File: config.mk
export PLATFORM = sky130hd
export DESIGN_NAME = vx_commit_arb
export DESIGN_NICKNAME = d
export VERILOG_FILES = /design/src/rtl/vx_commit_arb.sv
export SDC_FILE = /design/constraint.sdc
export NUM_CORES = 1
export LEC_CHECK = 0
export ABC_AREA = 1
export BUFFER_PORTS_ARGS = -buffer_cell sky130_fd_sc_hd__buf_2
export CORE_AREA = 8 8 122 124
export DETAILED_ROUTE_END_ITERATION = 12
export DIE_AREA = 0 0 130 132
export HOLD_SLACK_MARGIN = 0.02
export PLACE_DENSITY = 0.79
export SLEW_MARGIN = 20
export SYNTH_ARGS = -nofsm -noshare
export SYNTH_HDL_FRONTEND = slang
export SYNTH_SLANG_ARGS = --single-unit
File: constraint.sdc
create_clock -name clk -period 6.85 [get_ports clk]
set_input_delay 0.685 -clock clk [delete_from_list [all_inputs] [get_ports clk]]
set_output_delay 0.685 -clock clk [all_outputs]
set_load 0.01 [all_outputs]
File: src/rtl/vx_commit_arb.sv
// Packet-atomic round-robin arbiter that merges NUM_REQS commit streams onto one registered commit port.
// Optional build macro VX_COMMIT_ARB_PERF_EN adds the perf_stalls / perf_conflicts counters.
module vx_commit_arb #(
   parameter int NUM_REQS = 4,
   parameter int DATAW    = 64,
   parameter int OUT_REG  = 1,
   localparam int SELW    = (NUM_REQS > 1) ? $clog2(NUM_REQS) : 1
) (
   input  logic                      clk,
   input  logic                      reset_n,
   input  logic [NUM_REQS-1:0]       valid_in,
   input  logic [NUM_REQS*DATAW-1:0] data_in,
   output logic [NUM_REQS-1:0]       ready_in,
   output logic                      valid_out,
   output logic [DATAW-1:0]          data_out,
   output logic [SELW-1:0]           sel_out,
   input  logic                      ready_out
`ifdef VX_COMMIT_ARB_PERF_EN
   ,
   output logic [31:0]               perf_stalls,
   output logic [31:0]               perf_conflicts
`endif
);

   typedef enum logic {UNLOCKED, LOCKED} lock_state_t;

   lock_state_t          state, state_next;
   logic [SELW-1:0]      lock_idx, lock_idx_next;
   logic [SELW-1:0]      rr_ptr, rr_next;
   logic [SELW-1:0]      grant_idx;
   logic [NUM_REQS-1:0]  grant;
   logic [DATAW-1:0]     grant_data;
   logic                 grant_valid;
   logic                 pready;
   logic                 accept;
   logic                 pkt_sop;
   logic                 pkt_eop;

   function automatic logic [SELW-1:0] rr_offset(input logic [SELW-1:0] base, input int off);
      int sum;
      sum = int'(base) + off;
      if (sum >= NUM_REQS) sum = sum - NUM_REQS;
      return SELW'(sum);
   endfunction

   assign pready   = !valid_out || ready_out;
   assign accept   = pready && grant_valid;
   assign ready_in = (reset_n && pready) ? grant : '0;
   assign pkt_sop  = grant_data[1];
   assign pkt_eop  = grant_data[0];

   // Scanning downwards lets the requester closest to rr_ptr overwrite farther ones.
   always_comb begin
      grant_valid = 1'b0;
      grant_idx   = '0;
      grant       = '0;
      grant_data  = '0;
      if (state == LOCKED) begin
         grant_valid = valid_in[lock_idx];
         grant_idx   = lock_idx;
      end else begin
         for (int i = NUM_REQS - 1; i >= 0; i--) begin
            if (valid_in[rr_offset(rr_ptr, i)]) begin
               grant_valid = 1'b1;
               grant_idx   = rr_offset(rr_ptr, i);
            end
         end
      end
      for (int i = 0; i < NUM_REQS; i++) begin
         if (grant_valid && grant_idx == SELW'(i)) begin
            grant[i]   = 1'b1;
            grant_data = data_in[i*DATAW +: DATAW];
         end
      end
   end

   always_comb begin
      state_next    = state;
      lock_idx_next = lock_idx;
      rr_next       = rr_ptr;
      if (accept) begin
         if (pkt_eop) begin
            state_next = UNLOCKED;
            rr_next    = rr_offset(grant_idx, 1);
         end else if (state == UNLOCKED && pkt_sop) begin
            state_next    = LOCKED;
            lock_idx_next = grant_idx;
         end
      end
   end

   always_ff @(posedge clk or negedge reset_n) begin
      if (!reset_n) begin
         state    <= UNLOCKED;
         lock_idx <= '0;
         rr_ptr   <= '0;
      end else begin
         state    <= state_next;
         lock_idx <= lock_idx_next;
         rr_ptr   <= rr_next;
      end
   end

   always_ff @(posedge clk or negedge reset_n) begin
      if (!reset_n) begin
         valid_out <= 1'b0;
         data_out  <= '0;
         sel_out   <= '0;
      end else if (pready) begin
         valid_out <= grant_valid;
         if (grant_valid) begin
            data_out <= grant_data;
            sel_out  <= grant_idx;
         end
      end
   end

`ifdef VX_COMMIT_ARB_PERF_EN
   always_ff @(posedge clk or negedge reset_n) begin
      if (!reset_n) begin
         perf_stalls    <= '0;
         perf_conflicts <= '0;
      end else begin
         if (valid_out && !ready_out)
            perf_stalls <= perf_stalls + 32'd1;
         if (pready && ((valid_in & (valid_in - 1'b1)) != '0))
            perf_conflicts <= perf_conflicts + 32'd1;
      end
   end
`endif

`ifndef SYNTHESIS
   // Malformed packets are still forwarded; this only flags them in simulation.
   always_ff @(posedge clk) begin
      if (reset_n && accept) begin
         assert (OUT_REG == 1)
            else $error("vx_commit_arb: OUT_REG must be 1");
         assert ((state == LOCKED) ? !pkt_sop : pkt_sop)
            else $error("vx_commit_arb: sop/lock protocol violation from requester %0d", grant_idx);
      end
   end
`endif

endmodule

# Word level (Yosys, flattened, before mapping)
# Cells that the tools add are included.
# W data, S select, Z words.
[totals]
elab_cells = 85
latchBits = 0
mem_bits_ro = 0
regBits = 72
n_memories = 0
mem_bits_rw = 0
out_inout_bits = 71
[classes]
add_sub_neg = 9
n_mul = 0
n_reduce_logical = 15
n_lt_le_gt_ge = 10
div_mod_pow = 0
n_bitwise = 2
muxes = 40
shifts = 0
eq_ne = 3
[ops]
columns = ["operator", "count"]
rows = [
  ["$mux W64", 4],
  ["$mux W2", 14],
  ["$mux W1", 16],
  ["$lt A2 B3 Y1 const B", 5],
  ["$ge A3 B3 Y1 const B", 4],
  ["$bmux W1 S2", 5],
  ["$sub A2 B1 Y2 const B", 5],
  ["$logic_and A1 B1 Y1", 7],
  ["$add A2 B1 Y3 const B", 2],
  ["$add A2 B2 Y3 const B", 2],
  ["$reduce_and A2 Y1", 3],
  ["$eq A2 B2 Y1 const B", 2],
  ["$mux W4", 1],
  ["$ge A2 B3 Y1 const B", 1],
  ["$reduce_and A3 Y1", 1],
  ["$eq A2 B1 Y1 const B", 1],
  ["$logic_not A2 Y1", 1],
  ["$not A1 Y1", 2],
  ["$reduce_bool A2 Y1", 1],
  ["$logic_not A1 Y1", 1],
  ["$logic_or A1 B1 Y1", 1],
]

# Longest topological paths before layout
[logic_depth]
ltp_word = 20
mapped_depth = 25
mapped_depth_nobuf = 23

# Worst setup path before layout
# No wires, ideal clock.
[synth_timing]
path_type = "in2out"
start = "input valid_in[1]"
end = "output ready_in[1]"
cell_stages = 15
slack_ns = 3.813
arrival_ns = 2.352
cell_sequence = "inv_1 nand2_1 nand3_1 nand2_1 nand3_1 nand3_1 nand3_2 nand2_2 buf_2 inv_1 ha_1 nand2_8 buf_8 buf_6 nor2_1"
[synth_via]
elab_chain_cells = 11
[synth_lines]
columns = ["item", "line_no", "text"]
rows = [
  ["start: declaration", "11", "input logic [NUM_REQS-1:0] valid_in,"],
  ["$bmux W1 S2", "63", "if (valid_in[rr_offset(rr_ptr, i)]) begin"],
  ["$mux W1 (not written as such)", "63", ""],
  ["$mux W2 (3 in a row)", "63", ""],
  ["$mux W2 (*)", "63", ""],
  ["$mux W2 (*)", "58", "if (state == LOCKED) begin"],
  ["via grant_idx[0]", "30", "logic [SELW-1:0] grant_idx;"],
  ["$eq A2 B1 Y1 (*)", "70", "if (grant_valid && grant_idx == SELW'(i)) begin"],
  ["$logic_and A1 B1 Y1 (*)", "70", ""],
  ["$mux W1 (*)", "70", ""],
  ["$mux W4 (*)", "48", "assign ready_in = (reset_n && pready) ? grant : '0;"],
  ["end: declaration", "13", "output logic [NUM_REQS-1:0] ready_in,"],
]
# Mark *: on every way through the listed nets, which the timed path passes. The rest lies on a longest branch. The select of a mux whose other input is x is not followed.

# Worst setup path after layout
[layout_timing]
start = "register rr_ptr[0]"
end = "register state"
[layout_via]
elab_chain_cells = 20
[layout_lines]
columns = ["item", "line_no", "text"]
rows = [
  ["start: declaration", "29", "logic [SELW-1:0] rr_ptr, rr_next;"],
  ["start signal: assignment", "100", "rr_ptr <= rr_next;"],
  ["$add A2 B2 Y3", "41", "sum = int'(base) + off;"],
  ["$ge A3 B3 Y1 / $sub A2 B1 Y2 (equally long branches)", "42", "if (sum >= NUM_REQS) sum = sum - NUM_REQS;"],
  ["$mux W2", "42", ""],
  ["$mux W2", "58", ""],
  ["$bmux W1 S2", "63", ""],
  ["$mux W1 (not written as such)", "63", ""],
  ["$mux W2 (3 in a row)", "63", ""],
  ["$mux W2 (*)", "63", ""],
  ["$mux W2 (*)", "58", ""],
  ["via grant_idx[0]", "30", ""],
  ["$logic_not A2 Y1", "70", ""],
  ["$logic_and A1 B1 Y1", "70", ""],
  ["$mux W64 (3 in a row)", "70", ""],
  ["$mux W64 (*)", "70", ""],
  ["$logic_and A1 B1 Y1", "85", "end else if (state == UNLOCKED && pkt_sop) begin"],
  ["$reduce_bool A2 Y1 (no line)", "--", ""],
  ["$reduce_and A2 Y1 (no line)", "--", ""],
  ["end signal: assignment", "98", "state <= state_next;"],
  ["end: declaration", "27", "lock_state_t state, state_next;"],
]
# Marks and branches as above.
# A chain may end at the register's enable or synchronous reset.

==> flow_summary.yaml <==
outcome:
  run_status: "complete, no violations"
cts:
  cts.clk_slew.worst_paths_ns: 0.06
  numCtsBuffers: 9
  count_of_hold_buffers_inserted_by_post_cts_repair: 0
  postCtsSetupRepairBufs: 0
  clock_tree_from_tritoncts: "yes"
  clock-root-buffer: "clkbuf_16"
  h-tree-depth: 3
  ctsResizeCount: 0
  clock_tree.buffer_depth: 2
  clkLatencyLatePin_ns: 0.33
  cts.sink_count: 72
yosys:
  synth.most_common_cell: "nand2_1"
  post-synth-top-area-cell: "dfrtp_1"
  post-synth-top-area-fraction: 0.331
  synth.cells.most_frequent: "nand2_1, o21ai_0, dfrtp_1"
  synthArstFlopShare: 1.00
  leading_cell_types_by_total_area_after_synthesis: "dfrtp_1, nand2_1, o21ai_0, nand4_1, a21oi_1"
  nets_in_the_synthesized_netlist: 1095
  netlist_area_sq_um: 5440
  synth-main-ff-cell: "dfrtp_1"
  synth_area_per_cell_sq_um: 6.55
  synth_seq_area_share: 0.331
  postSynthCellCount: 830
  unique_cell_type_count_in_the_yosys_netlist: 34
  number_of_flops_mapped_to_enable_cells_by_yosys: 0
  synth_warnings: 0
  synth-seq-cells: 72
sta:
  setup-tns-final_ns: 0
  final_min_period_ns: 4.54
  pins_over_their_slew_limit: 0
  fin_ws_ns: 2.31
  grt_setup_unrepaired: "false"
  fmax_mhz: 220
  worst_pin_slew_ns: 0.885
  max-slew-margin-rel: 0.410
  setup_violations: 0
  clock_skew_ns: 0.00886
  report.final.hold_viol_count: 0
  layout_worst_path_cycle_share: 0.662
critical_path:
  worst-setup-path-type: "reg2reg"
  cp.arrival_ns: 4.75
  worstSetupStartpointType: "flop"
  timing.critical_path.fanout_max: 66
  req_time_crit_path_ns: 7.06
  timing.critical_path.to_type: "flop"
die:
  die_area_sq_um: 17200
  ios: 334
  die_h_um: 132
  fp.dieW_um: 130
  coreArea_sq_um: 13000
  start_util: 0.419
  placement_row_count: 42
placement:
  detailedPlacementHpwl_um: 16000
  gp_congestion: 0.918
  port_buffers: 333
  dp_worst_setup_slack_ns: 2.26
global_route:
  grt_util_met1: 0.291
  wire_length_of_the_first_global_routing_pass_um: 35900
  grt.met2_usage: 0.449
  met3_usage_in_global_routing: 0.0639
  grt_start_max_net_pins: 83
  groute.usage.overall: 0.258
  antenna_found_initial: 0
  globalRoute.totalOverflow: 0
  grt-busiest-layer: "met2"
  number_of_global_route_vias_before_repair: 7263
pwr:
  clockPowerShare: 0.132
  power.internal_uw: 1830
  p_total_uw: 4050
  power.share.sequential: 0.180
  comb_power_share: 0.689
  vdd_ir_drop_max_uv: 327
  power.switching_fraction: 0.548
  leakage_uw: 0.00360
  total_switching_power_uw: 2220
  pwr_density_cell_nw_per_um2: 556
finish:
  diodes: 0
  area.growth.synth_to_final_pct: 34.1
  final_nets: 1371
  drive_above_1_share: 0.338
job:
  cap_violations: 0
drt:
  count_of_antenna_violating_nets_left_after_detailed_routing: 0
  wire_length_reported_by_the_detailed_router_um: 22500
  routed_wire_length_per_instance_um: 17.5
  drtIter0Drc: 592
  post_detailed_route_via_to_cell_ratio: 5.50
  drc: 0
  total_via_count_after_detailed_routing: 7077
  drt_pre_antenna_iters: 5
worst_hold_path:
  hold_path_class: "in2async"
## power by group through the flow
stage / Clock, uW / Combinational (uW) / Sequential, uW
after floorplan: 0 / 2120 / 784
after global placement: 0 / 2720 / 730
after detailed placement: 0 / 2780 / 729
after CTS: 541 / 2790 / 726
after global routing: 562 / 3160 / 750
final: 533 / 2790 / 729
## cell families after synthesis
| family | count (synthesis) | share of synthesized area |
|---|---|---|
| adders and majority gates | 2 | 0.00460 |
| buffers and inverters | 98 | 0.0969 |
| and+or+nand+nor | 393 | 0.321 |
| DFF | 72 | 0.331 |
| AOI/OAI and AO/OA | 265 | 0.246 |
## worst max-delay path, cell delays in order (launching register included)
cell and delay, ns:
dfrtp_1 0.57, inv_1 0.16, nand2_1 0.14, nand3_1 0.12, nand2_1 0.10, inv_1 0.05, nand2_1 0.06, nand2_1 0.06
nand3_2 0.11, nand2_2 0.36, buf_4 0.43, inv_1 0.18, ha_1 0.30, nand2_8 0.29, inv_4 0.64, nand2_1 0.13
nand2_1 0.09, inv_1 0.04, nand2_1 0.05, nand2_1 0.05, nand2_1 0.10, nand2_2 0.10, o21ai_0 0.14, inv_1 0.06
## per-layer routing
metal | routed length [um] | up-vias
li1 | - | 3367
met1 | 8620 | 3188
met2 | 10600 | 463
met3 | 2470 | 59
met4 | 750 | 0
met5 | 0 | -
## final timing paths
kind	from	cells after the start	endpoint	slack, ns
setup reg to reg	rr_ptr[0]	23	state	2.31
min in group clk	data_out[1]	1	data_out[1]	0.48
setup / recovery	rr_ptr[0]	23	state	2.31
hold / removal	reset_n	1	data_out[10]	0.30
hold reg to reg	data_out[1]	1	data_out[1]	0.48
max in group asynchronous	reset_n	2	data_out[43]	5.60
## state kept, by name, indices dropped and copies added (netlist names)
name and count:
data_out 64, lock_idx 2, rr_ptr 2, sel_out 2, state 1, valid_out 1
## per-stage QoR
step	std cells	cell area, sq um	util	hold WS (ns)
after floorplan	830	5440	-	0.389
after global placement	1271	6950	0.535	0.461
after detailed placement	1271	6950	0.535	0.466
after CTS	1287	7290	0.562	0.302
after global routing	1287	7290	0.562	0.321
final	1287	7290	0.562	0.295
## cell usage in the layout (no fill, tap or decap), types with 2 or more instances in the layout
cell type and count:
buf_2 332, nand2_1 231, o21ai_0 133, dfrtp_1 72, nor2_1 71, a21oi_1 65
o21ai_1 63, nand4_1 62, inv_1 19, nand3_1 13, clkbuf_16 9, buf_4 8
nand2_2 4, clkbuf_8 3, nand2_4 2, nor2_2 2, ha_1 2, clkinvlp_4 2
bufinv_16 2
## layout make-up
type / count / area (sq um)
well taps: 176 / 220
repair buffers: 340 / 1720
flip-flops and latches: 72 / 1800
inverters: 23 / 95.1
clock inverters: 4 / 75.1
multi-input cells: 660 / 3110
clock buffers: 12 / 267
fillers: 1307 / 5690
Power figures use the tool's default switching activity.
